--- src/rtl/memory_requester_if.sv ---
// Host command/response and memory_control handshake signals grouped for memory_requester.
// The slave view belongs to the requester; the master view belongs to whatever drives it.
interface memory_requester_if #(
    parameter int ADDR_W = 10,
    parameter int DATA_W = 16
);
    logic              cmd_valid;
    logic              cmd_ready;
    logic              cmd_write;
    logic [ADDR_W-1:0] cmd_address;
    logic [DATA_W-1:0] cmd_data;

    logic              resp_valid;
    logic              resp_ack;
    logic [DATA_W-1:0] resp_data;
    logic              resp_error;

    logic              mem_unlock;
    logic              mem_write;
    logic [ADDR_W-1:0] mem_address;
    logic [DATA_W-1:0] mem_data;
    logic [DATA_W-1:0] mem_buffer;
    logic              mem_ready;

    modport slave (
        input  cmd_valid, cmd_write, cmd_address, cmd_data,
        input  resp_ack,
        input  mem_buffer, mem_ready,
        output cmd_ready,
        output resp_valid, resp_data, resp_error,
        output mem_unlock, mem_write, mem_address, mem_data
    );

    modport master (
        output cmd_valid, cmd_write, cmd_address, cmd_data,
        output resp_ack,
        output mem_buffer, mem_ready,
        input  cmd_ready,
        input  resp_valid, resp_data, resp_error,
        input  mem_unlock, mem_write, mem_address, mem_data
    );
endinterface

--- src/rtl/memory_requester.sv ---
// Initiator for memory_control: takes one host command at a time, strobes the controller,
// waits for ready with a timeout and holds the response until the host acknowledges it.
module memory_requester #(
    parameter int ADDR_W        = 10,
    parameter int DATA_W        = 16,
    parameter int UNLOCK_CYCLES = 2,
    parameter int TIMEOUT       = 64
) (
    input  logic                clock,
    input  logic                reset,
    memory_requester_if.slave   bus,
    output logic [15:0]         txn_count,
    output logic [7:0]          err_count
);

    localparam int ISSUE_W = (UNLOCK_CYCLES > 1) ? $clog2(UNLOCK_CYCLES) : 1;
    localparam int WAIT_W  = $clog2(TIMEOUT);
    localparam logic [ISSUE_W-1:0] ISSUE_LAST = ISSUE_W'(UNLOCK_CYCLES - 1);
    localparam logic [WAIT_W-1:0]  WAIT_LAST  = WAIT_W'(TIMEOUT - 1);

    typedef enum logic [1:0] {
        S_IDLE    = 2'd0,
        S_ISSUE   = 2'd1,
        S_WAIT    = 2'd2,
        S_RESPOND = 2'd3
    } state_t;

    state_t              state_reg,       state_next;
    logic [ISSUE_W-1:0]  issue_cnt_reg,   issue_cnt_next;
    logic [WAIT_W-1:0]   wait_cnt_reg,    wait_cnt_next;
    logic                cmd_ready_reg,   cmd_ready_next;
    logic                mem_unlock_reg,  mem_unlock_next;
    logic                mem_write_reg,   mem_write_next;
    logic [ADDR_W-1:0]   mem_address_reg, mem_address_next;
    logic [DATA_W-1:0]   mem_data_reg,    mem_data_next;
    logic                resp_valid_reg,  resp_valid_next;
    logic [DATA_W-1:0]   resp_data_reg,   resp_data_next;
    logic                resp_error_reg,  resp_error_next;
    logic [15:0]         txn_count_reg,   txn_count_next;
    logic [7:0]          err_count_reg,   err_count_next;

    logic                accept;
    logic                issue_done;
    logic                wait_hit;
    logic                wait_expired;
    logic                ack;
    logic [DATA_W-1:0]   read_word;

    assign accept       = (state_reg == S_IDLE) && cmd_ready_reg && bus.cmd_valid;
    assign issue_done   = (state_reg == S_ISSUE) && (issue_cnt_reg == ISSUE_LAST);
    assign wait_hit     = (state_reg == S_WAIT) && bus.mem_ready;
    // A ready on the last counted cycle is a completion, never a timeout.
    assign wait_expired = (state_reg == S_WAIT) && !bus.mem_ready && (wait_cnt_reg == WAIT_LAST);
    assign ack          = (state_reg == S_RESPOND) && bus.resp_ack;

    // Writes return a zero word; reads return whatever the controller presents.
    genvar gi;
    generate
        for (gi = 0; gi < DATA_W; gi++) begin : g_read_word
            assign read_word[gi] = bus.mem_buffer[gi] & ~mem_write_reg;
        end
    endgenerate

    // State and output registers
    always_ff @(posedge clock) begin
        if (reset) begin
            state_reg       <= S_IDLE;
            issue_cnt_reg   <= '0;
            wait_cnt_reg    <= '0;
            cmd_ready_reg   <= 1'b0;
            mem_unlock_reg  <= 1'b0;
            mem_write_reg   <= 1'b0;
            mem_address_reg <= '0;
            mem_data_reg    <= '0;
            resp_valid_reg  <= 1'b0;
            resp_data_reg   <= '0;
            resp_error_reg  <= 1'b0;
            txn_count_reg   <= '0;
            err_count_reg   <= '0;
        end else begin
            state_reg       <= state_next;
            issue_cnt_reg   <= issue_cnt_next;
            wait_cnt_reg    <= wait_cnt_next;
            cmd_ready_reg   <= cmd_ready_next;
            mem_unlock_reg  <= mem_unlock_next;
            mem_write_reg   <= mem_write_next;
            mem_address_reg <= mem_address_next;
            mem_data_reg    <= mem_data_next;
            resp_valid_reg  <= resp_valid_next;
            resp_data_reg   <= resp_data_next;
            resp_error_reg  <= resp_error_next;
            txn_count_reg   <= txn_count_next;
            err_count_reg   <= err_count_next;
        end
    end

    // Next-state logic
    always_comb begin
        state_next = state_reg;
        unique case (state_reg)
            S_IDLE:    if (accept)                   state_next = S_ISSUE;
            S_ISSUE:   if (issue_done)               state_next = S_WAIT;
            S_WAIT:    if (wait_hit || wait_expired) state_next = S_RESPOND;
            S_RESPOND: if (ack)                      state_next = S_IDLE;
            default:                                 state_next = S_IDLE;
        endcase
    end

    // Next values of every registered output and counter
    always_comb begin
        issue_cnt_next   = issue_cnt_reg;
        wait_cnt_next    = wait_cnt_reg;
        cmd_ready_next   = cmd_ready_reg;
        mem_unlock_next  = mem_unlock_reg;
        mem_write_next   = mem_write_reg;
        mem_address_next = mem_address_reg;
        mem_data_next    = mem_data_reg;
        resp_valid_next  = resp_valid_reg;
        resp_data_next   = resp_data_reg;
        resp_error_next  = resp_error_reg;
        txn_count_next   = txn_count_reg;
        err_count_next   = err_count_reg;

        unique case (state_reg)
            S_IDLE: begin
                cmd_ready_next = !accept;
                if (accept) begin
                    mem_unlock_next  = 1'b1;
                    mem_write_next   = bus.cmd_write;
                    mem_address_next = bus.cmd_address;
                    mem_data_next    = bus.cmd_data;
                    issue_cnt_next   = '0;
                end
            end
            S_ISSUE: begin
                // mem_ready seen here belongs to an earlier cycle and is ignored.
                if (issue_done) begin
                    mem_unlock_next = 1'b0;
                    wait_cnt_next   = '0;
                end else begin
                    issue_cnt_next = issue_cnt_reg + ISSUE_W'(1);
                end
            end
            S_WAIT: begin
                if (wait_hit) begin
                    resp_valid_next = 1'b1;
                    resp_data_next  = read_word;
                    resp_error_next = 1'b0;
                    txn_count_next  = txn_count_reg + 16'd1;
                end else if (wait_expired) begin
                    resp_valid_next = 1'b1;
                    resp_data_next  = '0;
                    resp_error_next = 1'b1;
                    txn_count_next  = txn_count_reg + 16'd1;
                    if (err_count_reg != 8'hFF) begin
                        err_count_next = err_count_reg + 8'd1;
                    end
                end else begin
                    wait_cnt_next = wait_cnt_reg + WAIT_W'(1);
                end
            end
            S_RESPOND: begin
                if (ack) begin
                    resp_valid_next  = 1'b0;
                    resp_data_next   = '0;
                    resp_error_next  = 1'b0;
                    cmd_ready_next   = 1'b1;
                    mem_write_next   = 1'b0;
                    mem_address_next = '0;
                    mem_data_next    = '0;
                end
            end
            default: begin
                cmd_ready_next = 1'b0;
            end
        endcase
    end

    assign bus.cmd_ready   = cmd_ready_reg;
    assign bus.mem_unlock  = mem_unlock_reg;
    assign bus.mem_write   = mem_write_reg;
    assign bus.mem_address = mem_address_reg;
    assign bus.mem_data    = mem_data_reg;
    assign bus.resp_valid  = resp_valid_reg;
    assign bus.resp_data   = resp_data_reg;
    assign bus.resp_error  = resp_error_reg;
    assign txn_count       = txn_count_reg;
    assign err_count       = err_count_reg;

endmodule

--- src/flat_wrapper.sv ---
// flat-port wrapper written by rule: the top's interface ports become plain ports
module memory_requester_flat 
#(
    parameter int ADDR_W        = 10,
    parameter int DATA_W        = 16,
    parameter int UNLOCK_CYCLES = 2,
    parameter int TIMEOUT       = 64
)
  (clock, reset, txn_count, err_count, bus_cmd_valid, bus_cmd_write, bus_cmd_address, bus_cmd_data, bus_resp_ack, bus_mem_buffer, bus_mem_ready, bus_cmd_ready, bus_resp_valid, bus_resp_data, bus_resp_error, bus_mem_unlock, bus_mem_write, bus_mem_address, bus_mem_data);
  memory_requester_if #(.ADDR_W(ADDR_W), .DATA_W(DATA_W)) bus_i ();
  input  logic clock;
  input  logic reset;
  output logic [15:0] txn_count;
  output logic [7:0] err_count;
  input wire logic [$bits(bus_i.cmd_valid)-1:0] bus_cmd_valid;
  input wire logic [$bits(bus_i.cmd_write)-1:0] bus_cmd_write;
  input wire logic [$bits(bus_i.cmd_address)-1:0] bus_cmd_address;
  input wire logic [$bits(bus_i.cmd_data)-1:0] bus_cmd_data;
  input wire logic [$bits(bus_i.resp_ack)-1:0] bus_resp_ack;
  input wire logic [$bits(bus_i.mem_buffer)-1:0] bus_mem_buffer;
  input wire logic [$bits(bus_i.mem_ready)-1:0] bus_mem_ready;
  output wire logic [$bits(bus_i.cmd_ready)-1:0] bus_cmd_ready;
  output wire logic [$bits(bus_i.resp_valid)-1:0] bus_resp_valid;
  output wire logic [$bits(bus_i.resp_data)-1:0] bus_resp_data;
  output wire logic [$bits(bus_i.resp_error)-1:0] bus_resp_error;
  output wire logic [$bits(bus_i.mem_unlock)-1:0] bus_mem_unlock;
  output wire logic [$bits(bus_i.mem_write)-1:0] bus_mem_write;
  output wire logic [$bits(bus_i.mem_address)-1:0] bus_mem_address;
  output wire logic [$bits(bus_i.mem_data)-1:0] bus_mem_data;
  assign bus_i.cmd_valid = bus_cmd_valid;
  assign bus_i.cmd_write = bus_cmd_write;
  assign bus_i.cmd_address = bus_cmd_address;
  assign bus_i.cmd_data = bus_cmd_data;
  assign bus_i.resp_ack = bus_resp_ack;
  assign bus_i.mem_buffer = bus_mem_buffer;
  assign bus_i.mem_ready = bus_mem_ready;
  assign bus_cmd_ready = bus_i.cmd_ready;
  assign bus_resp_valid = bus_i.resp_valid;
  assign bus_resp_data = bus_i.resp_data;
  assign bus_resp_error = bus_i.resp_error;
  assign bus_mem_unlock = bus_i.mem_unlock;
  assign bus_mem_write = bus_i.mem_write;
  assign bus_mem_address = bus_i.mem_address;
  assign bus_mem_data = bus_i.mem_data;
  memory_requester #(.ADDR_W(ADDR_W), .DATA_W(DATA_W), .UNLOCK_CYCLES(UNLOCK_CYCLES), .TIMEOUT(TIMEOUT)) u_core (.clock(clock), .reset(reset), .bus(bus_i), .txn_count(txn_count), .err_count(err_count));
endmodule
--- config.mk ---
export PLATFORM = sky130hd
export DESIGN_NAME = memory_requester_flat
export DESIGN_NICKNAME = d
export VERILOG_FILES = /design/src/rtl/memory_requester_if.sv /design/src/rtl/memory_requester.sv /design/src/flat_wrapper.sv
export SDC_FILE = /design/constraint.sdc
export NUM_CORES = 1
export LEC_CHECK = 0
export ABC_AREA = 0
export ABC_CLOCK_PERIOD_IN_PS = 2950
export BUFFER_PORTS_ARGS = -buffer_cell sky130_fd_sc_hd__buf_2
export CAP_MARGIN = 20
export CORE_AREA = 3 3 92 94
export CTS_CLUSTER_DIAMETER = 30
export DETAILED_ROUTE_END_ITERATION = 12
export DIE_AREA = 0 0 95 97
export GPL_ROUTABILITY_DRIVEN = 0
export MAX_ROUTING_LAYER = met4
export PLACE_DENSITY = 0.71
export SYNTH_ARGS = -nofsm -noshare
export SYNTH_HDL_FRONTEND = slang
export SYNTH_SLANG_ARGS = --single-unit
export TNS_END_PERCENT = 50
--- constraint.sdc ---
create_clock -name clock -period 2.95 [get_ports clock]
set_input_delay 0.4425 -clock clock [delete_from_list [all_inputs] [get_ports clock]]
set_output_delay 0.4425 -clock clock [all_outputs]
set_load 0.03 [all_outputs]
==> flow_summary.ini <==
[sta]
relSlewSlack = 0.4095
period_needed_ns = 2.368
tightest_slew_ns = 0.8858
hold_viol = 0
tns_ns = 0
drv_slew = 0
setup_viol = 0
rsz0062_at_grt = false
timing.fmax_ghz = 0.4223
fin_skew_ns = 0.01251
min_period_over_period = 0.8027

[cts]
clock-sinks = 80
clock_latency_ns = 0.35
ctsResizeCount = 0
clockBufferDepth = 2
cts_tree = built
cts_buffers = 9
cts.clk_slew.worst_paths_ns = 0.09
post-cts-setup-buffers = 0
htreeDepth = 3
clk_root_buffer_cell = clkbuf_8
cts_hold_buf = 0

[synthesis]
avgSynthCellArea_um2 = 8.958
yosys-top-cells-area = dfxtp_1 47%, a21oi_1 8.5%, nand3b_1 6.3%
synth_edf_count = 0
synth_cells = 383
yosys_warnings = 0
synthTopCellsByCount = 80 x dfxtp_1, 58 x a21oi_1, 43 x nand2_1, 29 x nand3b_1, 16 x a22o_1
ys.flop_type = dfxtp_1
seq_area_frac_synth = 0.4668
ys_async_sr_fraction = 0
synth_area_mm2 = 0.003431
ys_ff_latch = 80
yosysMostFrequentCell = dfxtp_1
syn_nets = 438
yosysTopAreaCellShare = 0.4668
synth_cell_types = 46
synth_top_area_cell = dfxtp_1

[finish]
antennaDiodeCount = 0
post-route-util = 0.5623
synthToLayoutAreaGrowth_pct = 26.66
drive_gt1_frac = 0.2960
fin_area_mm2 = 0.004345
fillCellCount = 763
fin_nets = 550

[die]
dieArea_mm2 = 0.009215
ioPinCount = 119
fp.coreArea_mm2 = 0.007727
initial_core_util = 0.4440
fp.dieW_um = 95
placementRows = 32
die_y_um = 97

[routing]
drc = 0
wl_mm = 8.661
via_per_inst = 5.445
drt_pass1_iterations = 4
drt-initial-drc-count = 148
wl_per_cell_um = 14.39
postRouteAntennaNets = 0
vias = 3278

[power_and_ir_drop]
swShare = 0.3866
seqPwrFrac = 0.376
ir_worst_vdd_mv = 0.4575
comb_power_share = 0.356
clock_power_share = 0.268
intPower_uw = 2258
p_switching_uw = 1423
static-leakage-power_uw = 0.001810
power.density_mw_per_mm2 = 847.2

[global_route]
antenna_found_initial = 0
grt_max_degree = 30
grt_overflow_total = 0
grt_pass1_wl_mm = 14.56
grt_pass1_vias = 3093
gr-usage-all-layers = 0.1970

[setup_path]
cp_slowest_cell = o21a_1
slowest_delay_ns = 0.51
path_buf_inv = 1
arrival_ns = 2.61
path_max_fanout = 29
worstSetupPathType = reg -> reg
cp_top_family = simple AND/OR/NAND/NOR gates
cp_cell_sequence = inv_1 > ha_1 > nand3_1 > o21a_1 > nor4_1 > mux2_2
r2r-end = u_core.txn_count[15]$_SDFFE_PP0P_
r2r_setup_slack_ns = 0.58
reg2reg_from = u_core.state_reg[0]$_SDFFE_PP0P_
worst_ep_required_time_ns = 3.19
crit_path_start_kind = flop
r2r_cells = 6
end_kind = flop

[placed_design]
portBuffers = 118
dp_hpwl_mm = 6.051
place_area_mm2 = 0.004088

[status]
status = finished clean

[worst_hold_path]
hold_class = in -> reg
whs_endpoint = u_core.bus.resp_data[3]$_SDFFE_PP0P_
worstHoldStart = bus_mem_buffer[3]
min_delay_path_depth = 2

[job]
maxCapViolCount = 0
-- stage by stage --
| step | hold WS, ns | setup WS (ns) | total power, uW | cells |
|---|---|---|---|---|
| 4_1_cts | 0.2781 | 0.5855 | 3669 | 601 |
| 5_1_grt | 0.2790 | 0.4239 | 3900 | 602 |
| 3_3_place_gp | 0.4351 | 0.7187 | 2649 | 585 |
| 6_report | 0.2911 | 0.5820 | 3682 | 602 |
| 2_1_floorplan | 0.4619 | 1.125 | 2341 | 383 |
| 3_5_place_dp | 0.4430 | 0.6191 | 2681 | 585 |
-- how the worst max path moves through the flow --
stage,cells past startpoint,from,to,slack (ns)
2_1_floorplan,9,u_core.state_reg[0]$_SDFFE_PP0P_,u_core.txn_count[1]$_SDFFE_PP0P_,1.13
3_3_place_gp,5,u_core.state_reg[0]$_SDFFE_PP0P_,u_core.bus.mem_data[11]$_SDFFE_PP0P_,0.72
3_5_place_dp,5,u_core.state_reg[0]$_SDFFE_PP0P_,u_core.bus.mem_address[0]$_SDFFE_PP0P_,0.62
4_1_cts,5,u_core.state_reg[0]$_SDFFE_PP0P_,u_core.bus.mem_address[0]$_SDFFE_PP0P_,0.59
5_1_grt,6,u_core.state_reg[0]$_SDFFE_PP0P_,u_core.txn_count[15]$_SDFFE_PP0P_,0.42
6_report,6,u_core.state_reg[0]$_SDFFE_PP0P_,u_core.txn_count[15]$_SDFFE_PP0P_,0.58
-- per-layer routing --
metal,share of wire,up-vias,global-route usage,routed length [um]
li1,-,1633,-,-
met1,0.46,1543,0.2578,4011
met2,0.46,88,0.2983,3970
met3,0.062,14,0.04666,533
met4,0.017,0,0.06548,146
met5,0,-,-,0
-- kinds of logic after synthesis --
kind of cell	Yosys count	share of synthesized area
xor+xnor	1	0.002553
simple gates	142	0.2392
compound gates	116	0.2115
flops	80	0.4668
mux	5	0.01568
buf+inv	32	0.03866
fa+ha+maj	7	0.02553
-- cell type report --
type	count	area, um2	share of cell area
sequential	80	1602	0.3686
clock inverter	6	115.1	0.02649
multi-input combinational	271	1697	0.3904
tap	102	127.6	0.02937
timing repair buffer	124	643.1	0.1480
clock buffer	10	127.6	0.02937
inverter	9	33.78	0.007774
-- layout by cell type, fill, tap and decap left out, types with 3 or more instances in the layout --
| cell | count |
|---|---|
| a21oi_1 | 58 |
| a22o_1 | 16 |
| and4_1 | 4 |
| buf_2 | 118 |
| buf_4 | 5 |
| bufinv_16 | 3 |
| clkbuf_8 | 9 |
| dfxtp_1 | 80 |
| ha_1 | 7 |
| inv_1 | 9 |
| mux2_2 | 3 |
| nand2_1 | 43 |
| nand3_1 | 13 |
| nand3b_1 | 29 |
| nand4_1 | 4 |
| nor2_1 | 5 |
| nor2b_1 | 6 |
| nor3_1 | 4 |
| o21ai_0 | 13 |
| o31ai_1 | 13 |
| or3_1 | 10 |
| or4_1 | 13 |
-- power groups by stage --
| stage | registers (uW) | logic (uW) | clock network (uW) |
|---|---|---|---|
| after floorplan | 1740 | 602 | 0 |
| final | 1390 | 1310 | 987 |
| after CTS | 1380 | 1280 | 1000 |
| after global placement | 1400 | 1250 | 0 |
| after detailed placement | 1400 | 1280 | 0 |
| after global routing | 1410 | 1430 | 1060 |
Note: power is estimated with default switching activity, not from simulation.
